## src/rtl/perf_event_reader.sv

```systemverilog
// Perf-event counter bank with atomic snapshot and valid/ready streaming readout.
// Optional macro PERF_SATURATE_EN: saturating counters plus an out_sat beat flag.
module perf_event_reader #(
    parameter int EVENT_NUM = 16,
    parameter int CNT_WIDTH = 32,
    localparam int ID_WIDTH = $clog2(EVENT_NUM)
) (
    input  logic                 clk,
    input  logic                 rst,
    input  logic [EVENT_NUM-1:0] event_i,
    input  logic                 clear,
    input  logic                 dump_req,
    output logic                 dump_busy,
    output logic                 out_valid,
    output logic [ID_WIDTH-1:0]  out_id,
    output logic [CNT_WIDTH-1:0] out_data,
    output logic                 out_last,
`ifdef PERF_SATURATE_EN
    output logic                 out_sat,
`endif
    input  logic                 out_ready
);

    typedef enum logic [1:0] {
        IDLE = 2'd0,
        SNAP = 2'd1,
        DUMP = 2'd2
    } state_t;

    localparam logic [ID_WIDTH-1:0] LAST_ID = ID_WIDTH'(EVENT_NUM - 1);
`ifdef PERF_SATURATE_EN
    localparam logic [CNT_WIDTH-1:0] CNT_MAX = '1;
`endif

    state_t               state;
    logic [ID_WIDTH-1:0]  idx;
    logic [ID_WIDTH-1:0]  idx_nxt;
    logic [CNT_WIDTH-1:0] cnt    [EVENT_NUM];
    logic [CNT_WIDTH-1:0] shadow [EVENT_NUM];

    function automatic logic [CNT_WIDTH-1:0] cnt_inc(input logic [CNT_WIDTH-1:0] v);
`ifdef PERF_SATURATE_EN
        return (v == CNT_MAX) ? v : v + CNT_WIDTH'(1);
`else
        return v + CNT_WIDTH'(1);
`endif
    endfunction

`ifdef PERF_SATURATE_EN
    function automatic logic is_sat(input logic [CNT_WIDTH-1:0] v);
        return v == CNT_MAX;
    endfunction
`endif

    assign out_id  = idx;
    assign idx_nxt = idx + ID_WIDTH'(1);

    // Live counters: clear wins over a same-cycle event, counting never pauses for a dump.
    always_ff @(posedge clk or posedge rst) begin
        if (rst) begin
            for (int i = 0; i < EVENT_NUM; i++) cnt[i] <= '0;
        end else if (clear) begin
            for (int i = 0; i < EVENT_NUM; i++) cnt[i] <= '0;
        end else begin
            for (int i = 0; i < EVENT_NUM; i++)
                if (event_i[i]) cnt[i] <= cnt_inc(cnt[i]);
        end
    end

    // Snapshot/stream FSM; shadow captures pre-edge counts so a coincident clear is not seen.
    always_ff @(posedge clk or posedge rst) begin
        if (rst) begin
            state     <= IDLE;
            idx       <= '0;
            dump_busy <= 1'b0;
            out_valid <= 1'b0;
            out_last  <= 1'b0;
            out_data  <= '0;
`ifdef PERF_SATURATE_EN
            out_sat   <= 1'b0;
`endif
            for (int i = 0; i < EVENT_NUM; i++) shadow[i] <= '0;
        end else begin
            case (state)
                IDLE: begin
                    if (dump_req) begin
                        for (int i = 0; i < EVENT_NUM; i++) shadow[i] <= cnt[i];
                        dump_busy <= 1'b1;
                        state     <= SNAP;
                    end
                end
                SNAP: begin
                    idx       <= '0;
                    out_valid <= 1'b1;
                    out_data  <= shadow[0];
                    out_last  <= (LAST_ID == '0);
`ifdef PERF_SATURATE_EN
                    out_sat   <= is_sat(shadow[0]);
`endif
                    state     <= DUMP;
                end
                DUMP: begin
                    if (out_ready) begin
                        if (out_last) begin
                            out_valid <= 1'b0;
                            out_last  <= 1'b0;
                            dump_busy <= 1'b0;
                            state     <= IDLE;
                        end else begin
                            idx      <= idx_nxt;
                            out_data <= shadow[idx_nxt];
                            out_last <= (idx_nxt == LAST_ID);
`ifdef PERF_SATURATE_EN
                            out_sat  <= is_sat(shadow[idx_nxt]);
`endif
                        end
                    end
                end
                default: state <= IDLE;
            endcase
        end
    end

endmodule

```

## config.mk

```make
export PLATFORM = sky130hd
export DESIGN_NAME = perf_event_reader
export DESIGN_NICKNAME = d
export VERILOG_FILES = /design/src/rtl/perf_event_reader.sv
export SDC_FILE = /design/constraint.sdc
export NUM_CORES = 2
export LEC_CHECK = 0
export ABC_AREA = 1
export BUFFER_PORTS_ARGS = -buffer_cell sky130_fd_sc_hd__clkbuf_2
export CAP_MARGIN = 5
export CORE_MARGIN = 1.5
export CORE_UTILIZATION = 40
export CTS_CLUSTER_SIZE = 28
export DETAILED_ROUTE_END_ITERATION = 6
export PLACE_DENSITY_LB_ADDON = 0.12
export SLEW_MARGIN = 20
export SYNTH_ARGS = -nofsm -noshare
export SYNTH_HDL_FRONTEND = slang
export SYNTH_SLANG_ARGS = --single-unit
export TNS_END_PERCENT = 1
```

## constraint.sdc

```tcl
create_clock -name clk -period 37.5 [get_ports clk]
set_input_delay 7.5 -clock clk [delete_from_list [all_inputs] [get_ports clk]]
set_output_delay 7.5 -clock clk [all_outputs]
set_load 0.005 [all_outputs]
```

==> results.md <==
- Synthesized Nets: 8,116
- I/O pins: 60
- Vias in the first global route: around 48,000
- Hpwl dp: about 130 mm
- Hold Vio Cnt, Final: 0
- CTS Buffer Depth: 3
- Asr flop ratio synth: 100%
- RSZ-0062 raised after global routing: false
- DP Area: 58,300 um^2
- TNS Setup: 0 ps
- Sequential area share after synthesis: 47.0%
- Final antenna-violating net count: 0
- Worst VDD drop: 0.0690 mV
- Mapped Area: 56,800 um^2
- PortBufs: 59
- Ys Warns: 0
- Main synth FF type: dfrtp_1
- Max-slew violation count: 0
- WP data arrival: 11,520 ps
- Fin crit period: 10,760 ps
- Critical path class: in -> async
- Placer congestion estimate: 0.896
- Root Buffer: clkbuf_16
- Routed wl met2: around 84 mm
- EDFF count, synth: 0
- Congestion Overflow GR: 0
- Hold crit path type: reg -> reg
- Hold slack: roughly 480 ps
- Via count of the routed design: ~52,000
- Buffer and inverter count on the worst path: 6
- CP delay by family, top: buffers and inverters
- CP most frequent cell: buf_4
- CP endpoint kind: asynchronous set/reset pin
- Die Width: roughly 380 um
- Total GRT Usage: about a quarter
- Cell count after synthesis: between 8,000 and 9,000
- Worst path slowest cell: buf_4
- Final net count: ~8,000
- Endpoints failing setup: 0
- Post-CTS Resized: 0
- Critical Path Start: rst
- Maxcap violations: 0
- Via-to-Cell Ratio: roughly 5.2
- Yosys cell types: 41
- Core Area: ~140,000 um^2
- CP startpoint kind: input pin
- Final worst-path cycle share: 28.7%
- Failing checks: design-rule violations
- Cts hold-fix bufs: 0
- Clk_lat worst skew: just under 800 ps
- Slew headroom: about an eighth
- Setup Skew: a little over 30 ps
- Critical hold path startpoint: shadow[158]
- Post-Layout Cell Count: 9,974
- Residual DRC count: 2
- Max layer used: met5
- Initial antenna violation count: 2
- Worst r2r src: state[1]
- Global-route wire length before repair: 291 mm
- Layout cell share with drive strength beyond 1: under 10%
- Setup repair bufs after CTS: 0
- Final Util: 44.4%
- Die Area: 144,000 um^2
- Initial Utilization: 40.2%
- Yosys reg bits: about 1,100
- Area Overhead vs Synth: 10.6%
- TritonRoute pass-1 iters: 7
- Num CTS Buffers: 131
- Largest net degree at the start of global routing: roughly 240
- Worst path max stage delay: roughly 850 ps
- Detailed Route WL: between 150 and 200 mm
- Req. time, crit path: approximately 38,000 ps
- DRT iter0 DRCs: between 4,000 and 5,000
- DIE HEIGHT: ~380 um
- Cell Chain, Critical Path: clkbuf_2 -> inv_8 -> buf_4 -> buf_4 -> buf_4 -> buf_4
- WL met1: roughly 88 mm
- Crit Path Max Fanout: between 100 and 150
- Highest clock rate: 93.0 MHz
- CTS tree: yes
- Final instance area: ~63,000 um^2
- Power Dens Cells: around 58 nW/um^2
- Outcome: complete, but fails checks
- Wire per inst: 18.7 um
- Row count: ~140
- Worst Slack Setup Final: 26,740 ps
- Pre-CTS WS: approximately 26,000 ps
- H-tree levels: 4
- Metal3 WL: roughly 10 mm
- Mean Syn Cell Area: ~7.0 um^2
- Final Power: roughly 3.6 mW
- ANT cells: 0
- Worst Max-Slew Pin Slew: between 1000 and 1500 ps
- P_leak: ~28 nW
- Placed insts: about 10,000
- Clock sink total: around 1,100
- Clk slew on worst S/H paths: around 60 ps
## worst reg2reg max path, stage by stage (launching register included)
cell and delay [ps]:
dfrtp_1 400, nor2_1 90, nand2_4 610, buf_4 890, buf_4 870, buf_4 910
o21ai_0 290
## cells in the mapped netlist (all sizes together), types with 4 or more instances
master,count,share of area (%)
nand2,2931,19
dfrtp,1065,47
nor2,1054,7.5
nand3,796,7.1
inv,699,4.6
o21ai,653,5.8
a21oi,216,1.9
buf,200,1.9
nand4,147,1.6
clkbuf,122,0.81
nor3,103,0.94
ha,18,0.40
a31oi,14,0.15
nor4,9,0.099
and3,8,0.088
and2,7,0.077
o21a,6,0.079
a211oi,5,0.066
xor2,5,0.090
nand3b,4,0.053
nor3b,4,0.071
## kinds of logic (layout without fill, tap and decap cells)
group,count (synthesis),after routing,share of synthesized area [%]
fa+ha+maj,18,18,0.397
simple gates,5063,5063,37.1
xor+xnor,5,5,0.0904
flops,1065,1065,47.0
compound gates,904,904,8.10
buf+inv,1022,1029,7.35
## sequential cells by signal, summed over array words and instances, names as in the netlist
register,flops
dump_busy,1
out_valid,1
out_id,4
cnt,512
out_data,32
state,2
out_last,1
shadow,512
## where the power goes
group | internal, mW | total [mW] | leakage, nW | switching, mW
Clock | 0.822 | 1.34 | 2.20 | 0.519
Combinational | 0.237 | 1.04 | 10.7 | 0.805
Sequential | 1.21 | 1.26 | 14.8 | 0.0509
Total | 2.26 | 3.64 | 27.7 | 1.38
## area by class of cell
class / count / area (um^2)
Clock buffer: 185 / 3800
Clock inverter: 46 / 684
Fill cell: 14700 / 78500
Inverter: 700 / 2660
Multi-Input combinational cell: 5990 / 26000
Sequential cell: 1065 / 26700
Tap cell: 1890 / 2360
Timing Repair Buffer: 98 / 653
## layer usage
layer	vias up	GRT usage, %
met5	-	0
met4	2	7.64
met3	227	3.53
met2	1302	39.6
met1	24800	37.3
li1	25600	-
## final timing paths
kind | slack (ps) | depth (start not counted) | to
min in group asynchronous | 6890 | 2 | cnt[332]
setup reg to reg | 33280 | 6 | shadow[22]
hold reg to reg | 480 | 2 | shadow[158]
max in group clk | 26910 | 6 | shadow[22]
setup / recovery | 26740 | 6 | cnt[76]
hold / removal | 480 | 2 | shadow[158]
## layout by cell type, fill, tap and decap left out, types with 6 or more instances in the layout
cell type,n
nand3_1,784
clkbuf_8,15
clkbuf_1,31
nand2_2,19
inv_2,7
nor3_1,99
inv_1,688
nor2_4,24
a31oi_1,14
clkbuf_16,139
clkinv_2,20
nor2_1,980
a21oi_1,216
dfrtp_1,1064
and3_1,8
nor4_1,9
and2_1,7
o21ai_1,12
bufinv_16,17
nand3_2,12
nor2_2,49
o21ai_0,640
o21a_1,6
buf_4,35
clkbuf_2,58
ha_1,17
nand4_1,147
nand2_1,2909
No activity file was read; power rests on OpenSTA's default activity.
